$ cat src/rtl/mem_pkg.sv
// Purpose : shared types and constants for the MEM stage and its SRAM controller.
// Latency : n/a (package only).
// Backpressure: n/a (package only).
//
// Contents:
//   mem_state_e   - SRAM access sequencer states
//   BASE_ADDR_DEF - byte address that maps onto SRAM word 0
//   HALF_LO/HI    - half-word select appended to the SRAM word address
//   CNT_W         - width of the wait-state counter (WAIT_CYCLES up to 15)
package mem_pkg;

    typedef enum logic [1:0] {
        IDLE = 2'd0,
        LO   = 2'd1,
        HI   = 2'd2,
        DONE = 2'd3
    } mem_state_e;

    localparam int unsigned BASE_ADDR_DEF = 1024;

    localparam logic HALF_LO = 1'b0;
    localparam logic HALF_HI = 1'b1;

    localparam int CNT_W = 4;

    // A memory request is any load or store; a load+store combination
    // still counts as a single access.
    function automatic logic is_mem_req(input logic rd_en, input logic wr_en);
        return rd_en | wr_en;
    endfunction

endpackage

$ cat src/rtl/sram_ctrl.sv
// Purpose : sequences one 32-bit load/store as two 16-bit SRAM accesses (low half, then high half).
// Latency : 1 + 2*WAIT_CYCLES stall cycles per access, then one DONE cycle where the word is valid.
// Backpressure: ready_o low from the request cycle until the high half completes; inputs must be held.
//
// Ports:
//   clk, rst        - clock, asynchronous active-high reset
//   rd_en_i/wr_en_i - load / store request (both set = store, read data unused)
//   addr_i          - byte address of the access
//   wdata_i         - store data
//   ready_o         - 0 while the access is in flight
//   rword_o         - assembled read word, valid in DONE
//   sram_*          - SRAM pins (half-word address, write data, read data, WE_N, bus drive enable)
module sram_ctrl
    import mem_pkg::*;
#(
    parameter int unsigned BASE_ADDR   = BASE_ADDR_DEF,
    parameter int unsigned WAIT_CYCLES = 2,
    parameter int unsigned SRAM_AW     = 18
) (
    input  logic               clk,
    input  logic               rst,
    input  logic               rd_en_i,
    input  logic               wr_en_i,
    input  logic [31:0]        addr_i,
    input  logic [31:0]        wdata_i,
    output logic               ready_o,
    output logic [31:0]        rword_o,
    output logic [SRAM_AW-1:0] sram_addr_o,
    output logic [15:0]        sram_wdata_o,
    input  logic [15:0]        sram_rdata_i,
    output logic               sram_we_n_o,
    output logic               sram_dq_oe_o
);

    localparam int            WORD_W   = SRAM_AW - 1;
    localparam logic [CNT_W-1:0] LAST_CNT = CNT_W'(WAIT_CYCLES - 1);

    mem_state_e         state_q, state_d;
    logic [CNT_W-1:0]   cnt_q, cnt_d;
    logic [WORD_W-1:0]  word_q, word_d;
    logic [31:0]        wdata_q, wdata_d;
    logic               wr_q, wr_d;
    logic [15:0]        rlo_q, rlo_d;
    logic [15:0]        rhi_q, rhi_d;

    logic               req;
    logic               last_cyc;
    logic               in_access;
    logic [31:0]        offset;
    logic               unused_addr_bits;

    assign req      = is_mem_req(rd_en_i, wr_en_i);
    assign last_cyc = (cnt_q == LAST_CNT);
    assign offset   = addr_i - 32'(BASE_ADDR);

    // Byte-within-word bits and bits above the SRAM range are dropped.
    assign unused_addr_bits = ^{offset[31:SRAM_AW+1], offset[1:0]};

    //------------------------------------------------------------------
    // State register and latches
    //------------------------------------------------------------------
    always_ff @(posedge clk or posedge rst) begin
        if (rst) begin
            state_q <= IDLE;
            cnt_q   <= '0;
            word_q  <= '0;
            wdata_q <= '0;
            wr_q    <= 1'b0;
            rlo_q   <= '0;
            rhi_q   <= '0;
        end else begin
            state_q <= state_d;
            cnt_q   <= cnt_d;
            word_q  <= word_d;
            wdata_q <= wdata_d;
            wr_q    <= wr_d;
            rlo_q   <= rlo_d;
            rhi_q   <= rhi_d;
        end
    end

    //------------------------------------------------------------------
    // Next-state logic and ready
    //------------------------------------------------------------------
    always_comb begin
        state_d = state_q;
        cnt_d   = cnt_q;
        word_d  = word_q;
        wdata_d = wdata_q;
        wr_d    = wr_q;
        rlo_d   = rlo_q;
        rhi_d   = rhi_q;
        ready_o = 1'b1;

        case (state_q)
            IDLE: begin
                if (req) begin
                    // Freeze upstream in the same cycle the request appears,
                    // so the instruction cannot slip past us.
                    ready_o = 1'b0;
                    state_d = LO;
                    cnt_d   = '0;
                    word_d  = offset[SRAM_AW:2];
                    wdata_d = wdata_i;
                    wr_d    = wr_en_i;
                end
            end
            LO: begin
                ready_o = 1'b0;
                if (last_cyc) begin
                    if (!wr_q) begin
                        rlo_d = sram_rdata_i;
                    end
                    state_d = HI;
                    cnt_d   = '0;
                end else begin
                    cnt_d = cnt_q + CNT_W'(1);
                end
            end
            HI: begin
                ready_o = 1'b0;
                if (last_cyc) begin
                    if (!wr_q) begin
                        rhi_d = sram_rdata_i;
                    end
                    state_d = DONE;
                    cnt_d   = '0;
                end else begin
                    cnt_d = cnt_q + CNT_W'(1);
                end
            end
            DONE: begin
                // One cycle with ready high lets the MEM/WB register take
                // the result; the next request is seen back in IDLE.
                state_d = IDLE;
            end
            default: begin
                state_d = IDLE;
            end
        endcase
    end

    //------------------------------------------------------------------
    // SRAM pins: decoded from registered state only, so an asynchronous
    // reset releases the bus immediately.
    //------------------------------------------------------------------
    assign in_access    = (state_q == LO) || (state_q == HI);
    assign sram_we_n_o  = ~(wr_q & in_access);
    assign sram_dq_oe_o = wr_q & in_access;
    assign sram_addr_o  = {word_q, (state_q == HI) ? HALF_HI : HALF_LO};
    assign sram_wdata_o = (state_q == HI) ? wdata_q[31:16] : wdata_q[15:0];
    assign rword_o      = {rhi_q, rlo_q};

endmodule

$ cat src/rtl/mem_stage.sv
// Purpose : ARM pipeline MEM stage; runs loads/stores through the SRAM controller and holds the MEM/WB register.
// Latency : non-memory ops reach MEM/WB in 1 cycle; memory ops after 1 + 2*WAIT_CYCLES stall cycles.
// Backpressure: ready low freezes PC, IF/ID/EX and EXE/MEM; MEM/WB takes bubbles while frozen.
//
// Ports:
//   clk, rst                               - clock, asynchronous active-high reset
//   WB_en_in, MEM_R_EN_in, MEM_W_EN_in     - control from EXE/MEM
//   ALU_result_in, val_Rm_in, Dest_in      - address/result, store data, destination
//   ready                                  - 0 = upstream frozen
//   WB_en, MEM_R_EN, ALU_result, mem_data, Dest - MEM/WB register
//   SRAM_*                                 - external 16-bit SRAM interface
module mem_stage
    import mem_pkg::*;
#(
    parameter int unsigned BASE_ADDR   = BASE_ADDR_DEF,
    parameter int unsigned WAIT_CYCLES = 2,
    parameter int unsigned SRAM_AW     = 18
) (
    input  logic               clk,
    input  logic               rst,
    input  logic               WB_en_in,
    input  logic               MEM_R_EN_in,
    input  logic               MEM_W_EN_in,
    input  logic [31:0]        ALU_result_in,
    input  logic [31:0]        val_Rm_in,
    input  logic [3:0]         Dest_in,
    output logic               ready,
    output logic               WB_en,
    output logic               MEM_R_EN,
    output logic [31:0]        ALU_result,
    output logic [31:0]        mem_data,
    output logic [3:0]         Dest,
    output logic [SRAM_AW-1:0] SRAM_ADDR,
    output logic [15:0]        SRAM_WDATA,
    input  logic [15:0]        SRAM_RDATA,
    output logic               SRAM_WE_N,
    output logic               SRAM_DQ_OE
);

    logic [31:0] rword;
    logic        is_load;

    logic        wb_en_q,      wb_en_d;
    logic        mem_r_en_q,   mem_r_en_d;
    logic [31:0] alu_result_q, alu_result_d;
    logic [31:0] mem_data_q,   mem_data_d;
    logic [3:0]  dest_q,       dest_d;

    sram_ctrl #(
        .BASE_ADDR   (BASE_ADDR),
        .WAIT_CYCLES (WAIT_CYCLES),
        .SRAM_AW     (SRAM_AW)
    ) u_sram_ctrl (
        .clk          (clk),
        .rst          (rst),
        .rd_en_i      (MEM_R_EN_in),
        .wr_en_i      (MEM_W_EN_in),
        .addr_i       (ALU_result_in),
        .wdata_i      (val_Rm_in),
        .ready_o      (ready),
        .rword_o      (rword),
        .sram_addr_o  (SRAM_ADDR),
        .sram_wdata_o (SRAM_WDATA),
        .sram_rdata_i (SRAM_RDATA),
        .sram_we_n_o  (SRAM_WE_N),
        .sram_dq_oe_o (SRAM_DQ_OE)
    );

    // A load+store combination performs the write only, so it returns no data.
    assign is_load = MEM_R_EN_in & ~MEM_W_EN_in;

    //------------------------------------------------------------------
    // MEM/WB register: a frozen cycle becomes a bubble so every
    // instruction produces exactly one writeback slot.
    //------------------------------------------------------------------
    always_comb begin
        wb_en_d      = 1'b0;
        mem_r_en_d   = 1'b0;
        alu_result_d = '0;
        mem_data_d   = '0;
        dest_d       = '0;
        if (ready) begin
            wb_en_d      = WB_en_in;
            mem_r_en_d   = MEM_R_EN_in;
            alu_result_d = ALU_result_in;
            mem_data_d   = is_load ? rword : 32'h0;
            dest_d       = Dest_in;
        end
    end

    always_ff @(posedge clk or posedge rst) begin
        if (rst) begin
            wb_en_q      <= 1'b0;
            mem_r_en_q   <= 1'b0;
            alu_result_q <= '0;
            mem_data_q   <= '0;
            dest_q       <= '0;
        end else begin
            wb_en_q      <= wb_en_d;
            mem_r_en_q   <= mem_r_en_d;
            alu_result_q <= alu_result_d;
            mem_data_q   <= mem_data_d;
            dest_q       <= dest_d;
        end
    end

    assign WB_en      = wb_en_q;
    assign MEM_R_EN   = mem_r_en_q;
    assign ALU_result = alu_result_q;
    assign mem_data   = mem_data_q;
    assign Dest       = dest_q;

endmodule

$ cat config.mk
export PLATFORM = sky130hd
export DESIGN_NAME = mem_stage
export DESIGN_NICKNAME = d
export VERILOG_FILES = /design/src/rtl/mem_pkg.sv /design/src/rtl/sram_ctrl.sv /design/src/rtl/mem_stage.sv
export SDC_FILE = /design/constraint.sdc
export NUM_CORES = 1
export LEC_CHECK = 0
export ABC_AREA = 1
export ABC_CLOCK_PERIOD_IN_PS = 13670
export CAP_MARGIN = 5
export CORE_UTILIZATION = 50
export DETAILED_ROUTE_END_ITERATION = 16
export PLACE_DENSITY = 0.89
export SLEW_MARGIN = 5
export SYNTH_ARGS = -nofsm -noshare
export SYNTH_HDL_FRONTEND = slang
export SYNTH_SLANG_ARGS = --single-unit
$ cat constraint.sdc
create_clock -name clk -period 13.67 [get_ports clk]
set_input_delay 2.734 -clock clk [delete_from_list [all_inputs] [get_ports clk]]
set_output_delay 2.734 -clock clk [all_outputs]
set_load 0.03 [all_outputs]
==> out/qor.yml, run 1 <==
cts-resized-gates: 0
finalMaxSlewViolations: 0
min_period_over_period_pct: 51.7
ant_nets: 0
cts_buffers: 17
cp_max_fo: 5
num_rows: 40
start_util_pct: 51.2
rsz0062_at_grt: "no"
cts_tree: "built"
cts.clk_slew.worst_paths_ps: 60
p_per_area_nw_per_um2: 229
tightest_slew_ps: 854
die_y_um: 113
setup_viol: 0
fin_hold_ws_ps: 477
hold_viol: 0
p_seq_share_pct: 35.3
fin_area_um2: 8760
vias: 4852
gp_congestion: 0.859
fp.dieW_um: 113
wl_per_cell_um: 13.8
syn_nets: 756
clkPwrFrac_pct: 23.5
syn-cell-area_um2: 6150
fin_skew_ps: 5.58
ctsHoldBuffers: 0
fin_nets: 945
tns_ps: 0
postCtsSetupBuffers: 0
combinationalPowerShare_pct: 41.1
place_ws_ps: 6610
path_class: "in2out"
leakage_nw: 4.30
synth_cell_types: 24
grt_pass1_vias: 4765
syn_inst: 659
place_area_um2: 8150
end_kind: "output pin"
final_cells: 1008
min_path_type: "reg2reg"
drc: 0
switching_power_mw: 0.769
via_per_inst: 4.81
p_int_mw: 1.24
startpoint_type: "input port"
drv_cap: 0
cts_root_buf: "clkbuf_16"
synth_seq_cells: 158
grt_usage_pct: 23.2
grt-ovfl-total: 0
grt_first_pass_wirelength_um: 22700
clockBufferDepth: 2
num-fill-cells: 837
io_buffers: 195
worst_slack_ps: 6600
synthToLayoutAreaGrowth_pct: 42.4
synth.avg_cell_area_um2: 9.33
dpl.cell_count: 976
ctsHtreeMaxLevel: 4
grt_max_degree: 91
design.portCount: 196
drt_iter0_markers: 323
fp.coreArea_um2: 12000
ir_worst_vdd_uv: 123
ys_warn_count: 0
clkLatencyLatePin_ps: 410
relSlewSlack_pct: 43.0
period_needed_ps: 7070
drive_gt1_share_pct: 5.11
firstDrtPassIters: 6
dieArea_um2: 12700
cts_sinks: 158
worstPathRequired_ps: 10940
antenna_found_initial: 0
fmax_ghz: 0.141
cp_data_arrival_time_ps: 4330
seq_area_frac_synth_pct: 64.3
dpl.hpwl_um: 9170
outcome: "complete, no violations"
antenna_cells: 0
switching_share_pct: 38.3
wl_um: 13900
==> cells in the mapped netlist (all sizes together) <==
| master | n | area share, % |
|---|---|---|
| a31oi | 2 | 0.31 |
| inv | 82 | 5.0 |
| buf | 23 | 2.5 |
| nand2 | 191 | 12 |
| nor2 | 86 | 5.3 |
| clkbuf | 7 | 0.47 |
| xor2 | 1 | 0.14 |
| nand4 | 1 | 0.10 |
| ha | 8 | 1.6 |
| dfrtp | 158 | 64 |
| a22oi | 1 | 0.12 |
| xnor2 | 1 | 0.14 |
| o21ai | 82 | 6.9 |
| a21oi | 2 | 0.16 |
| nand3 | 14 | 1.3 |
==> registers in the layout, summed over array words and instances (netlist names) <==
register and cells:
u_sram_ctrl.wr_q 1, u_sram_ctrl.rlo_q 16, MEM_R_EN 1, u_sram_ctrl.word_q 17, u_sram_ctrl.rhi_q 16, mem_data 32
WB_en 1, u_sram_ctrl.state_q 2, u_sram_ctrl.cnt_q 4, Dest 4, u_sram_ctrl.wdata_q 32, ALU_result 32
==> through the flow <==
stage | util (%) | total power [mW]
after detailed placement | 67.9 | 1.54
after CTS | 72.9 | 2.02
final | 72.9 | 2.01
after floorplan | - | 1.23
after global routing | 72.9 | 2.13
after global placement | 67.9 | 1.52
==> layout by cell type (no fill, tap or decap), drive strengths merged <==
cell type	n
clkinvlp	3
buf	5
bufinv	2
xnor2	1
ha	8
nor2	86
nand2	191
a21oi	2
inv	82
clkbuf	24
a31oi	2
clkdlybuf4s50	195
clkinv	3
nand4	1
dfrtp	158
xor2	1
nand3	14
a22oi	1
o21ai	82
==> power by group through the flow <==
stage / Sequential [mW] / Clock (mW) / Combinational (mW)
finish: 0.709 / 0.472 / 0.825
global route: 0.728 / 0.499 / 0.901
CTS: 0.710 / 0.479 / 0.833
detailed placement: 0.715 / 0 / 0.828
global placement: 0.707 / 0 / 0.813
floorplan: 0.835 / 0 / 0.394
==> path summary, 6_finish.rpt <==
kind,cells past startpoint,from,endpoint,slack [ps]
min in group asynchronous,2,rst,ALU_result[0],2820
min reg2reg,2,u_sram_ctrl.word_q[15],u_sram_ctrl.word_q[15],480
min,2,u_sram_ctrl.word_q[15],u_sram_ctrl.word_q[15],480
max reg2reg,7,u_sram_ctrl.state_q[0],u_sram_ctrl.word_q[15],11340
max in group asynchronous,3,rst,ALU_result[15],9440
max,5,MEM_R_EN_in,ready,6600
==> kinds of logic (layout without fill, tap and decap cells) <==
family                   Yosys count  after routing  synth area share, %
buffers and inverters            112            314                 8.00
adder cells (fa/ha/maj)            8              8                 1.63
AO/OA/AOI/OAI                     87             87                 7.45
XOR/XNOR                           2              2                0.285
AND/OR/NAND/NOR                  292            292                 18.4
flip-flops                       158            158                 64.3
==> critical path: stages <==
cell	delay, ps
clkdlybuf4s50_1	470
inv_1	190
a31oi_4	110
inv_1	130
clkdlybuf4s50_1	690
==> per-layer routing <==
layer  global-route usage, %  wire [um]  part of all wire [%]
met5                       0          0                     0
met4                    8.51        212                   1.5
met3                    6.00        930                   6.7
met2                    39.6       6950                    50
met1                    28.5       5850                    42
==> final cells by class <==
type,instances,area (um2),share of cell area [%]
multi-input cells,389,1710,19.6
clock inverters,8,105,1.20
inverters,82,313,3.57
flip-flops and latches,158,3950,45.1
well taps,147,184,2.10
repair buffers,200,1990,22.7
clock buffers,24,502,5.73
(Power assumes the default switching activity.)
==> run 2, diff against run 1 <==
Settings changed: ABC_CLOCK_PERIOD_IN_PS 13670 to 7100, CORE_UTILIZATION 50 to 46, PLACE_DENSITY 0.89 to 0.84.
Clock period 13.67 ns to 7.1 ns, I/O delays scaled along.
==> out/qor.yml, run 2 (synthesized netlist as in run 1, its figures left out) <==
fmax_ghz: 0.223
cts_buffers: 17  # unchanged
num-fill-cells: 998  # was 837
ant_nets: 0  # unchanged
grt_pass1_vias: 4761  # was 4765
cts_tree: "built"  # unchanged
dpl.hpwl_um: 9070  # was 9170 um
ir_worst_vdd_uv: 234  # was 123 uV
drt_iter0_markers: 363  # was 323
fin_hold_ws_ps: 480  # was 477 ps
combinationalPowerShare_pct: 41.2  # was 41.1%
p_per_area_nw_per_um2: 439  # was 229 nW/um2
antenna_cells: 0  # unchanged
startpoint_type: "input port"  # unchanged
switching_power_mw: 1.47  # was 0.769 mW
gp_congestion: 0.830  # was 0.859
setup_viol: 0  # unchanged
postCtsSetupBuffers: 0  # unchanged
ctsHtreeMaxLevel: 4  # unchanged
cp_data_arrival_time_ps: 3070  # was 4330 ps
cts-resized-gates: 0  # unchanged
firstDrtPassIters: 5  # was 6
wl_um: 14000  # was 13900 um
final_common_cell: "clkdlybuf4s50_1"  # unchanged
end_kind: "output pin"  # unchanged
drc: 0  # unchanged
min_period_over_period_pct: 63.3
critPathBufInv: 4  # unchanged
cpPeakStageDelay_ps: 720  # was 690 ps
period_needed_ps: 4490
path_depth: 5  # unchanged
switching_share_pct: 38.2  # was 38.3%
hold_path_depth: 2  # unchanged
io_buffers: 195  # unchanged
cts.clk_slew.worst_paths_ps: 60  # about the same
die_y_um: 118  # was 113 um
final_cells: 1030  # was 1008
crit_family: "buffers and inverters"  # unchanged
tns_ps: 0  # unchanged
p_seq_share_pct: 35.6  # was 35.3%
antenna_found_initial: 0  # unchanged
dieArea_um2: 13800  # was 12700 um2
design.portCount: 196  # unchanged
vias: 4891  # was 4852
num_rows: 41  # was 40
outcome: "complete, no violations"  # unchanged
cp_max_fo: 5  # unchanged
fin_nets: 944  # was 945
rr_worst_depth: 4  # was 7
slowest_stage: "clkdlybuf4s50_1"  # unchanged
drv_cap: 0  # unchanged
grt_max_degree: 89  # was 91
fin_skew_ps: 9.92  # was 5.58 ps
grt_usage_pct: 21.7  # was 23.2%
relSlewSlack_pct: 25.2  # was 43.0%
fp.coreArea_um2: 12800  # was 12000 um2
hold_viol: 0  # unchanged
clkPwrFrac_pct: 23.2  # was 23.5%
final_cell_mix: "clkdlybuf4s50_1 (195), nand2_1 (191), dfrtp_1 (158), nor2_1 (85), inv_1 (78)"  # unchanged
dpl.cell_count: 1000  # was 976
start_util_pct: 48.0  # was 51.2%
crit_top_cell: "clkdlybuf4s50_1"
clockBufferDepth: 2  # unchanged
ctsHoldBuffers: 0  # unchanged
wl_per_cell_um: 13.6  # was 13.8 um
synthToLayoutAreaGrowth_pct: 42.3  # was 42.4%
leakage_nw: 4.29  # was 4.30 nW
cts_root_buf: "clkbuf_16"  # unchanged
cts_sinks: 158  # unchanged
worstPathCellList: "clkdlybuf4s50_1, inv_2, a31oi_4, inv_1, clkdlybuf4s50_1"  # was clkdlybuf4s50_1, inv_1, a31oi_4, inv_1, clkdlybuf4s50_1
min_path_type: "reg2reg"  # unchanged
rsz0062_at_grt: "no"  # unchanged
p_int_mw: 2.37  # was 1.24 mW
clkLatencyLatePin_ps: 420  # was 410 ps
finalMaxSlewViolations: 0  # unchanged
grt-ovfl-total: 0  # unchanged
via_per_inst: 4.75  # was 4.81
grt_first_pass_wirelength_um: 23300  # was 22700 um
fp.dieW_um: 118  # was 113 um
path_class: "in2out"  # unchanged
drive_gt1_share_pct: 4.43  # was 5.11%
worstPathRequired_ps: 5680  # was 10940 ps
tightest_slew_ps: 1120  # was 854 ps
==> run 2: routing by layer <==
layer / vias up / global-route usage [%] / share of wire [%]
li1: 2381 / - / -
met1: 2319 / 28.8 / 43
met2: 173 / 33.6 / 48
met5: - / 0 / 0
met3: 18 / 6.78 / 7.7
met4: 0 / 7.45 / 1.4
==> run 2: tightest hold or removal path, stage by stage (launching register included) <==
cell,delay (ps)
dfrtp_1,340
nand2_1,60
nand2_1,50
==> run 2: power by group through the flow <==
stage | sequential (mW) | combinational [mW] | clock [mW]
after global placement | 1.37 | 1.56 | 0
final | 1.37 | 1.58 | 0.891
after global routing | 1.40 | 1.72 | 0.956
after detailed placement | 1.38 | 1.59 | 0
after floorplan | 1.61 | 0.758 | 0
after CTS | 1.37 | 1.60 | 0.916
==> run 2: layout make-up <==
type | instances | area [um2] | area share [%]
clock inverter | 7 | 114 | 1.30
sequential | 158 | 3950 | 45.2
tap | 172 | 215 | 2.46
inverter | 82 | 313 | 3.58
timing repair buffer | 199 | 1980 | 22.7
multi-input combinational | 389 | 1710 | 19.6
clock buffer | 23 | 458 | 5.23
==> run 2: worst paths after layout <==
path                                         from                endpoint  slack, ps
min in group asynchronous                     rst           ALU_result[0]       1500
setup / recovery                      MEM_W_EN_in                   ready       2610
max in group asynchronous                     rst                 Dest[0]       4200
hold reg to reg            u_sram_ctrl.word_q[16]  u_sram_ctrl.word_q[16]        480
setup reg to reg           u_sram_ctrl.state_q[0]   u_sram_ctrl.rhi_q[15]       4350
hold / removal             u_sram_ctrl.word_q[16]  u_sram_ctrl.word_q[16]        480
==> run 2: per-stage QoR <==
stage	area, um2	setup slack, ps	power (mW)	util (%)
detailed placement	8180	2630	2.96	63.8
finish	8750	2610	3.84	68.2
global placement	8180	2640	2.93	63.8
CTS	8750	2610	3.88	68.2
floorplan	6150	1420	2.37	-
global route	8750	2560	4.08	68.2
